File: src/rtl/iob_ibex_obi2axi.sv
// OBI-to-AXI4 bridge for an Ibex core port: single-beat reads/writes, in-order
// responses tracked by a tag FIFO, and responses returned to OBI with 0-cycle latency.
module iob_ibex_obi2axi #(
  parameter int AXI_ID_W   = 1,
  parameter int AXI_ADDR_W = 32,
  parameter int AXI_DATA_W = 32,
  parameter int AXI_LEN_W  = 8,
  parameter int MAX_OUTST  = 4,
  parameter int WRITE_EN   = 1,
  parameter int INSTR      = 0,
  parameter int AXI_ID     = 0
) (
  input  logic                    clk_i,
  input  logic                    cke_i,
  input  logic                    rst_i,
  input  logic                    obi_req_i,
  output logic                    obi_gnt_o,
  input  logic [AXI_ADDR_W-1:0]   obi_addr_i,
  input  logic                    obi_we_i,
  input  logic [AXI_DATA_W/8-1:0] obi_be_i,
  input  logic [AXI_DATA_W-1:0]   obi_wdata_i,
  output logic                    obi_rvalid_o,
  output logic [AXI_DATA_W-1:0]   obi_rdata_o,
  output logic                    obi_err_o,
  output logic                    arvalid_o,
  input  logic                    arready_i,
  output logic [AXI_ADDR_W-1:0]   araddr_o,
  output logic [2:0]              arprot_o,
  output logic [AXI_ID_W-1:0]     arid_o,
  output logic [AXI_LEN_W-1:0]    arlen_o,
  output logic [2:0]              arsize_o,
  output logic [1:0]              arburst_o,
  output logic                    arlock_o,
  output logic [3:0]              arcache_o,
  output logic [3:0]              arqos_o,
  input  logic                    rvalid_i,
  output logic                    rready_o,
  input  logic [AXI_DATA_W-1:0]   rdata_i,
  input  logic [1:0]              rresp_i,
  input  logic [AXI_ID_W-1:0]     rid_i,
  input  logic                    rlast_i,
  output logic                    awvalid_o,
  input  logic                    awready_i,
  output logic [AXI_ADDR_W-1:0]   awaddr_o,
  output logic [2:0]              awprot_o,
  output logic [AXI_ID_W-1:0]     awid_o,
  output logic [AXI_LEN_W-1:0]    awlen_o,
  output logic [2:0]              awsize_o,
  output logic [1:0]              awburst_o,
  output logic                    awlock_o,
  output logic [3:0]              awcache_o,
  output logic [3:0]              awqos_o,
  output logic                    wvalid_o,
  input  logic                    wready_i,
  output logic [AXI_DATA_W-1:0]   wdata_o,
  output logic [AXI_DATA_W/8-1:0] wstrb_o,
  output logic                    wlast_o,
  input  logic                    bvalid_i,
  output logic                    bready_o,
  input  logic [1:0]              bresp_i,
  input  logic [AXI_ID_W-1:0]     bid_i
);

  localparam int OFF_W = $clog2(AXI_DATA_W / 8);
  localparam int PTR_W = (MAX_OUTST > 1) ? $clog2(MAX_OUTST) : 1;
  localparam int CNT_W = $clog2(MAX_OUTST + 1);
  localparam bit WE    = (WRITE_EN != 0);
  localparam logic [PTR_W-1:0]      PTR_LAST  = PTR_W'(MAX_OUTST - 1);
  localparam logic [CNT_W-1:0]      CNT_FULL  = CNT_W'(MAX_OUTST);
  localparam logic [AXI_ADDR_W-1:0] ADDR_MASK = ~AXI_ADDR_W'((1 << OFF_W) - 1);

  logic [MAX_OUTST-1:0] tag_q, tag_d;
  logic [PTR_W-1:0]     wr_ptr_q, wr_ptr_d, rd_ptr_q, rd_ptr_d;
  logic [CNT_W-1:0]     cnt_q, cnt_d;
  logic                 aw_done_q, aw_done_d, w_done_q, w_done_d;

  logic act, full, empty, head;
  logic req_rd, req_wr, aw_fire, w_fire, rd_gnt, wr_gnt, r_fire, b_fire;
  logic unused_in;

  function automatic logic [PTR_W-1:0] ptr_next(input logic [PTR_W-1:0] p);
    ptr_next = (p == PTR_LAST) ? '0 : p + 1'b1;
  endfunction

  // Fixed single-beat AXI attributes
  assign arlen_o   = '0;
  assign arsize_o  = 3'(OFF_W);
  assign arburst_o = 2'b01;
  assign arlock_o  = 1'b0;
  assign arcache_o = 4'b0011;
  assign arqos_o   = 4'b0000;
  assign arprot_o  = {(INSTR != 0), 2'b00};
  assign arid_o    = AXI_ID_W'(AXI_ID);
  assign araddr_o  = obi_addr_i & ADDR_MASK;
  assign awlen_o   = '0;
  assign awsize_o  = 3'(OFF_W);
  assign awburst_o = 2'b01;
  assign awlock_o  = 1'b0;
  assign awcache_o = 4'b0011;
  assign awqos_o   = 4'b0000;
  assign awprot_o  = {(INSTR != 0), 2'b00};
  assign awid_o    = AXI_ID_W'(AXI_ID);
  assign awaddr_o  = obi_addr_i & ADDR_MASK;
  assign wdata_o   = obi_wdata_i;
  assign wstrb_o   = obi_be_i;
  assign wlast_o   = 1'b1;

  // Reset overrides the clock enable
  assign act    = cke_i & ~rst_i;
  assign full   = (cnt_q == CNT_FULL);
  assign empty  = (cnt_q == '0);
  assign head   = tag_q[rd_ptr_q];
  assign req_rd = obi_req_i & ~obi_we_i & ~full & act;
  assign req_wr = obi_req_i & obi_we_i & ~full & act;

  assign arvalid_o = req_rd;
  assign awvalid_o = WE ? (req_wr & ~aw_done_q) : 1'b0;
  assign wvalid_o  = WE ? (req_wr & ~w_done_q) : 1'b0;
  assign aw_fire   = awvalid_o & awready_i;
  assign w_fire    = wvalid_o & wready_i;
  assign rd_gnt    = req_rd & arready_i;
  // Without a write path, writes are granted at once and answered with an error
  assign wr_gnt    = WE ? (req_wr & (aw_done_q | aw_fire) & (w_done_q | w_fire)) : req_wr;
  assign obi_gnt_o = rd_gnt | wr_gnt;

  assign rready_o = ~empty & ~head & act;
  assign bready_o = WE ? (~empty & head & act) : 1'b0;
  assign r_fire   = rvalid_i & rready_o;
  assign b_fire   = WE ? (bvalid_i & bready_o) : (~empty & head & act);

  assign obi_rvalid_o = r_fire | b_fire;
  assign obi_rdata_o  = r_fire ? rdata_i : '0;
  assign obi_err_o    = r_fire ? rresp_i[1] : (b_fire & (WE ? bresp_i[1] : 1'b1));

  assign unused_in = ^{rid_i, rlast_i, bid_i, rresp_i[0], bresp_i[0]};

  always_comb begin
    tag_d     = tag_q;
    wr_ptr_d  = wr_ptr_q;
    rd_ptr_d  = rd_ptr_q;
    cnt_d     = cnt_q;
    aw_done_d = aw_done_q | aw_fire;
    w_done_d  = w_done_q | w_fire;
    if (obi_gnt_o) begin
      tag_d[wr_ptr_q] = wr_gnt;
      wr_ptr_d        = ptr_next(wr_ptr_q);
      aw_done_d       = 1'b0;
      w_done_d        = 1'b0;
    end
    if (obi_rvalid_o) rd_ptr_d = ptr_next(rd_ptr_q);
    case ({obi_gnt_o, obi_rvalid_o})
      2'b10:   cnt_d = cnt_q + 1'b1;
      2'b01:   cnt_d = cnt_q - 1'b1;
      default: cnt_d = cnt_q;
    endcase
  end

  always_ff @(posedge clk_i) begin
    if (rst_i) begin
      wr_ptr_q  <= '0;
      rd_ptr_q  <= '0;
      cnt_q     <= '0;
      aw_done_q <= 1'b0;
      w_done_q  <= 1'b0;
    end else begin
      wr_ptr_q  <= wr_ptr_d;
      rd_ptr_q  <= rd_ptr_d;
      cnt_q     <= cnt_d;
      aw_done_q <= aw_done_d;
      w_done_q  <= w_done_d;
    end
  end

  // Tag storage is only meaningful below the count, so it needs no reset
  always_ff @(posedge clk_i) begin
    tag_q <= tag_d;
  end

endmodule

File: config.mk
export PLATFORM = sky130hd
export DESIGN_NAME = iob_ibex_obi2axi
export DESIGN_NICKNAME = d
export VERILOG_FILES = /design/src/rtl/iob_ibex_obi2axi.sv
export SDC_FILE = /design/constraint.sdc
export NUM_CORES = 1
export LEC_CHECK = 0
export CORE_AREA = 2 2 119 121
export CTS_BUF_LIST = sky130_fd_sc_hd__clkbuf_16
export DETAILED_ROUTE_END_ITERATION = 16
export DIE_AREA = 0 0 121 123
export PLACE_DENSITY_LB_ADDON = 0.15
export SETUP_SLACK_MARGIN = 0.15
export SYNTH_ARGS = -nofsm -noshare
export SYNTH_HDL_FRONTEND = slang
export SYNTH_SLANG_ARGS = --single-unit
File: constraint.sdc
create_clock -name clk_i -period 2.8 [get_ports clk_i]
set_input_delay 0.84 -clock clk_i [delete_from_list [all_inputs] [get_ports clk_i]]
set_output_delay 0.84 -clock clk_i [all_outputs]
set_load 0.1 [all_outputs]
==> summary.json, run 1 <==
{
  "sta": {
    "final.hold.worst_slack_ns": 0.503,
    "time_the_worst_path_needs_with_i_o_delays_and_setup_ns": 2.86,
    "fin_skew_ns": 0.00146,
    "report.final.slew_viol_count": 0,
    "final_setup_slack_of_the_worst_path_ns": -0.0636,
    "rsz0062_at_grt": "true",
    "achievable-frequency_ghz": 0.349,
    "fin_crit_sh": 1.02,
    "finalHoldViolCount": 0,
    "setup-violations-final": 21
  },
  "detailed_routing": {
    "drt_first_pass_iters": 2,
    "vias": 1486,
    "antenna_violating_nets_post_route": 0,
    "first_iter_violations": 46,
    "routed_wire_length_per_instance_um": 13.4,
    "route.detailed.drc": 0,
    "viasPerCell": 3.18,
    "wirelength_mm": 6.27
  },
  "die": {
    "top_level_ports": 310,
    "dieArea_um2": 14900,
    "initial_core_util": 0.161,
    "die_height_um": 123,
    "core_um2": 13600,
    "die_x_um": 121,
    "num_rows": 43
  },
  "finish": {
    "postLayoutCoreUtil": 0.236,
    "fraction_of_final_layout_cells_sized_beyond_drive_strength_1": 0.467,
    "finalInstanceArea_um2": 3220,
    "finalNetCount": 410,
    "final_common_cell": "sky130_fd_sc_hd__conb_1",
    "finalNonFillerCells": 468,
    "layout.cells.most_common_list": "sky130_fd_sc_hd__conb_1 (57), sky130_fd_sc_hd__buf_12 (42), sky130_fd_sc_hd__clkdlybuf4s50_1 (35), sky130_fd_sc_hd__and2_4 (32), sky130_fd_sc_hd__buf_4 (21)",
    "synthesis_to_finish_area_growth_pct": 47.2
  },
  "global_route": {
    "antenna_found_initial": 7,
    "grt_first_pass_wirelength_mm": 8.57,
    "gr-total-overflow": 0,
    "gr-usage-all-layers": 0.0791,
    "grt_max_degree": 17,
    "first_global_vias": 1421
  },
  "outcome": {
    "failed_checks": "negative setup slack",
    "outcome": "complete, but fails checks"
  },
  "critical_path": {
    "worstPathMaxFanout": 8,
    "worstSetupPathType": "input pin to output pin",
    "critPathArrivalTime_ns": 2.02,
    "critPathCaptureType": "output pin",
    "cp_data_required_time_ns": 1.96,
    "rr_endpoint": "cnt_q[2]",
    "ff2ff_path_depth": 11,
    "timing.critical_path.from_type": "input pin",
    "timing.rr.start": "rd_ptr_q[0]",
    "ff2ff_setup_slack_ns": 0.19
  },
  "placement": {
    "post-place-cells": 450,
    "gp_congestion": 0.748,
    "port_buffers": 83,
    "dpl.hpwl_mm": 5.42,
    "placement.cell_area_um2": 2980
  },
  "clock_tree": {
    "clock_pin_slew_on_the_worst_setup_and_hold_paths_ns": 0.04,
    "tritoncts.num_buffers": 3,
    "clock_tree_from_tritoncts": "yes",
    "clock-sinks": 13,
    "clk-insertion-delay-late_ns": 0.24,
    "htreeDepth": 1,
    "clock_path_buffers": 2,
    "cts_root_buf": "sky130_fd_sc_hd__clkbuf_16"
  },
  "synth": {
    "synth_async_sr_flop_share": 0,
    "post_synth_num_cell_types": 32,
    "synthesis.yosys.warnings": 0,
    "synth-edff-count": 4,
    "postSynth.topFlopCell": "sky130_fd_sc_hd__dfxtp_1",
    "synth-seq-area-share": 0.137,
    "post_synthesis_register_bit_count": 13,
    "synth_cells": 270,
    "mappedNetlistArea_um2": 2190,
    "postSynthAreaPerCell_um2": 8.10
  },
  "pwr": {
    "max-vdd-ir-drop_mv": 0.158,
    "cellLeakagePower_nw": 1.33,
    "power_density_nw_per_um2": 297
  },
  "job": {
    "timing.max_cap.violations": 0
  },
  "min_path": {
    "hp_start": "rd_ptr_q[1]",
    "worst_hold_path_depth": 2,
    "worstHoldEndpoint": "rd_ptr_q[1]",
    "hold_path.class": "flop to flop"
  }
}
cells by family after synthesis:
| logic type | after synthesis | synth area share |
|---|---|---|
| buf+inv | 164 | 0.546 |
| simple gates | 66 | 0.192 |
| flops | 13 | 0.137 |
| compound gates | 11 | 0.0389 |
| fa+ha+maj | 7 | 0.0435 |
| mux | 5 | 0.0309 |
| other cells | 2 | 0.00344 |
| xor+xnor | 2 | 0.00802 |
metal layers:
| metal | vias to the layer above | GRT usage | part of all wire |
|---|---|---|---|
| li1 | 670 | - | - |
| met2 | 145 | 0.118 | 0.44 |
| met4 | 8 | 0.0269 | 0.017 |
| met5 | - | 0 | 0.0077 |
| met3 | 24 | 0.0752 | 0.21 |
| met1 | 639 | 0.0767 | 0.33 |
power by group:
| group | internal [mW] | total [mW] | switching [mW] | leakage (nW) |
|---|---|---|---|---|
| clock | 0.188 | 0.268 | 0.0792 | 0.0423 |
| combinational | 0.0916 | 0.489 | 0.398 | 1.18 |
| sequential | 0.196 | 0.198 | 0.00260 | 0.111 |
| total | 0.476 | 0.956 | 0.480 | 1.33 |
repair_timing:
action	CTS	global route
hold buffers	0	0
endpoints found under the setup margin	42	39
setup buffers	8	1
gates cloned	2	0
resized for setup	27	4
pin swaps	11	6
endpoints found under the hold margin	0	0
flip-flops by register name, indices dropped and copies added (netlist names):
signal,flops
w_done_q,1
aw_done_q,1
tag_q,4
wr_ptr_q,2
cnt_q,3
rd_ptr_q,2
synthesized netlist by cell type (2+ instances only):
master / count / area, µm²
sky130_fd_sc_hd__nand2b_1: 4 / 25.0
sky130_fd_sc_hd__clkbuf_2: 3 / 15.0
sky130_fd_sc_hd__dfxtp_1: 9 / 180
sky130_fd_sc_hd__mux2i_1: 3 / 30.0
sky130_fd_sc_hd__xor2_1: 2 / 17.5
sky130_fd_sc_hd__and2_2: 22 / 165
sky130_fd_sc_hd__ha_1: 6 / 75.1
sky130_fd_sc_hd__nor2_1: 12 / 45.0
sky130_fd_sc_hd__nor3_1: 4 / 20.0
sky130_fd_sc_hd__edfxtp_1: 4 / 120
sky130_fd_sc_hd__and2_1: 15 / 93.8
sky130_fd_sc_hd__a21oi_1: 4 / 20.0
sky130_fd_sc_hd__inv_1: 7 / 26.3
sky130_fd_sc_hd__nand3b_1: 2 / 15.0
sky130_fd_sc_hd__a31oi_1: 2 / 12.5
sky130_fd_sc_hd__buf_4: 153 / 1150
sky130_fd_sc_hd__conb_1: 2 / 7.51
sky130_fd_sc_hd__nor2b_1: 2 / 12.5
worst max-delay path: stages:
cell                       delay (ns)
sky130_fd_sc_hd__buf_8           0.10
sky130_fd_sc_hd__nand2b_4        0.14
sky130_fd_sc_hd__nor4_4          0.23
sky130_fd_sc_hd__buf_4           0.19
sky130_fd_sc_hd__buf_12          0.10
sky130_fd_sc_hd__buf_16          0.11
sky130_fd_sc_hd__and2_4          0.15
sky130_fd_sc_hd__buf_12          0.16
how the worst max path moves through the flow:
stage	startpoint	to	slack, ns
finish	rst_i	obi_rdata_o[10]	-0.06
floorplan	obi_we_i	cnt_q[2]	-0.30
CTS	tag_q[3]	obi_rdata_o[16]	-0.16
detailed placement	cke_i	obi_rdata_o[25]	-0.54
global route	rd_ptr_q[0]	obi_rdata_o[12]	-0.15
global placement	cke_i	obi_rdata_o[20]	-0.53
layout make-up:
type,instances,area [µm²]
Inverter,7,26.3
Timing Repair Buffer,113,1520
Tap cell,180,225
Antenna cell,3,7.51
Clock inverter,1,3.75
Fill cell,1477,10400
Multi-Input combinational cell,148,1060
Clock buffer,3,75.1
Sequential cell,13,302
per-stage QoR:
stage	TNS [ns]	setup WS [ns]	power (mW)
after floorplan	-0.644	-0.303	1.30
after detailed placement	-20.47	-0.538	0.689
after global placement	-20.16	-0.526	0.688
final	-0.962	-0.0636	0.956
after global routing	-4.03	-0.154	0.991
after CTS	-3.77	-0.159	0.962
(Power assumes the default switching activity.)
==> run 2: changes to the inputs <==
--- a/config.mk
+++ b/config.mk
@@ -14,3 +14,4 @@
 export SYNTH_ARGS = -nofsm -noshare
 export SYNTH_HDL_FRONTEND = slang
 export SYNTH_SLANG_ARGS = --single-unit
+export TNS_END_PERCENT = 100
==> results of run 2 <==
The final DEF is identical to that of run 1; final timing and power are the same.
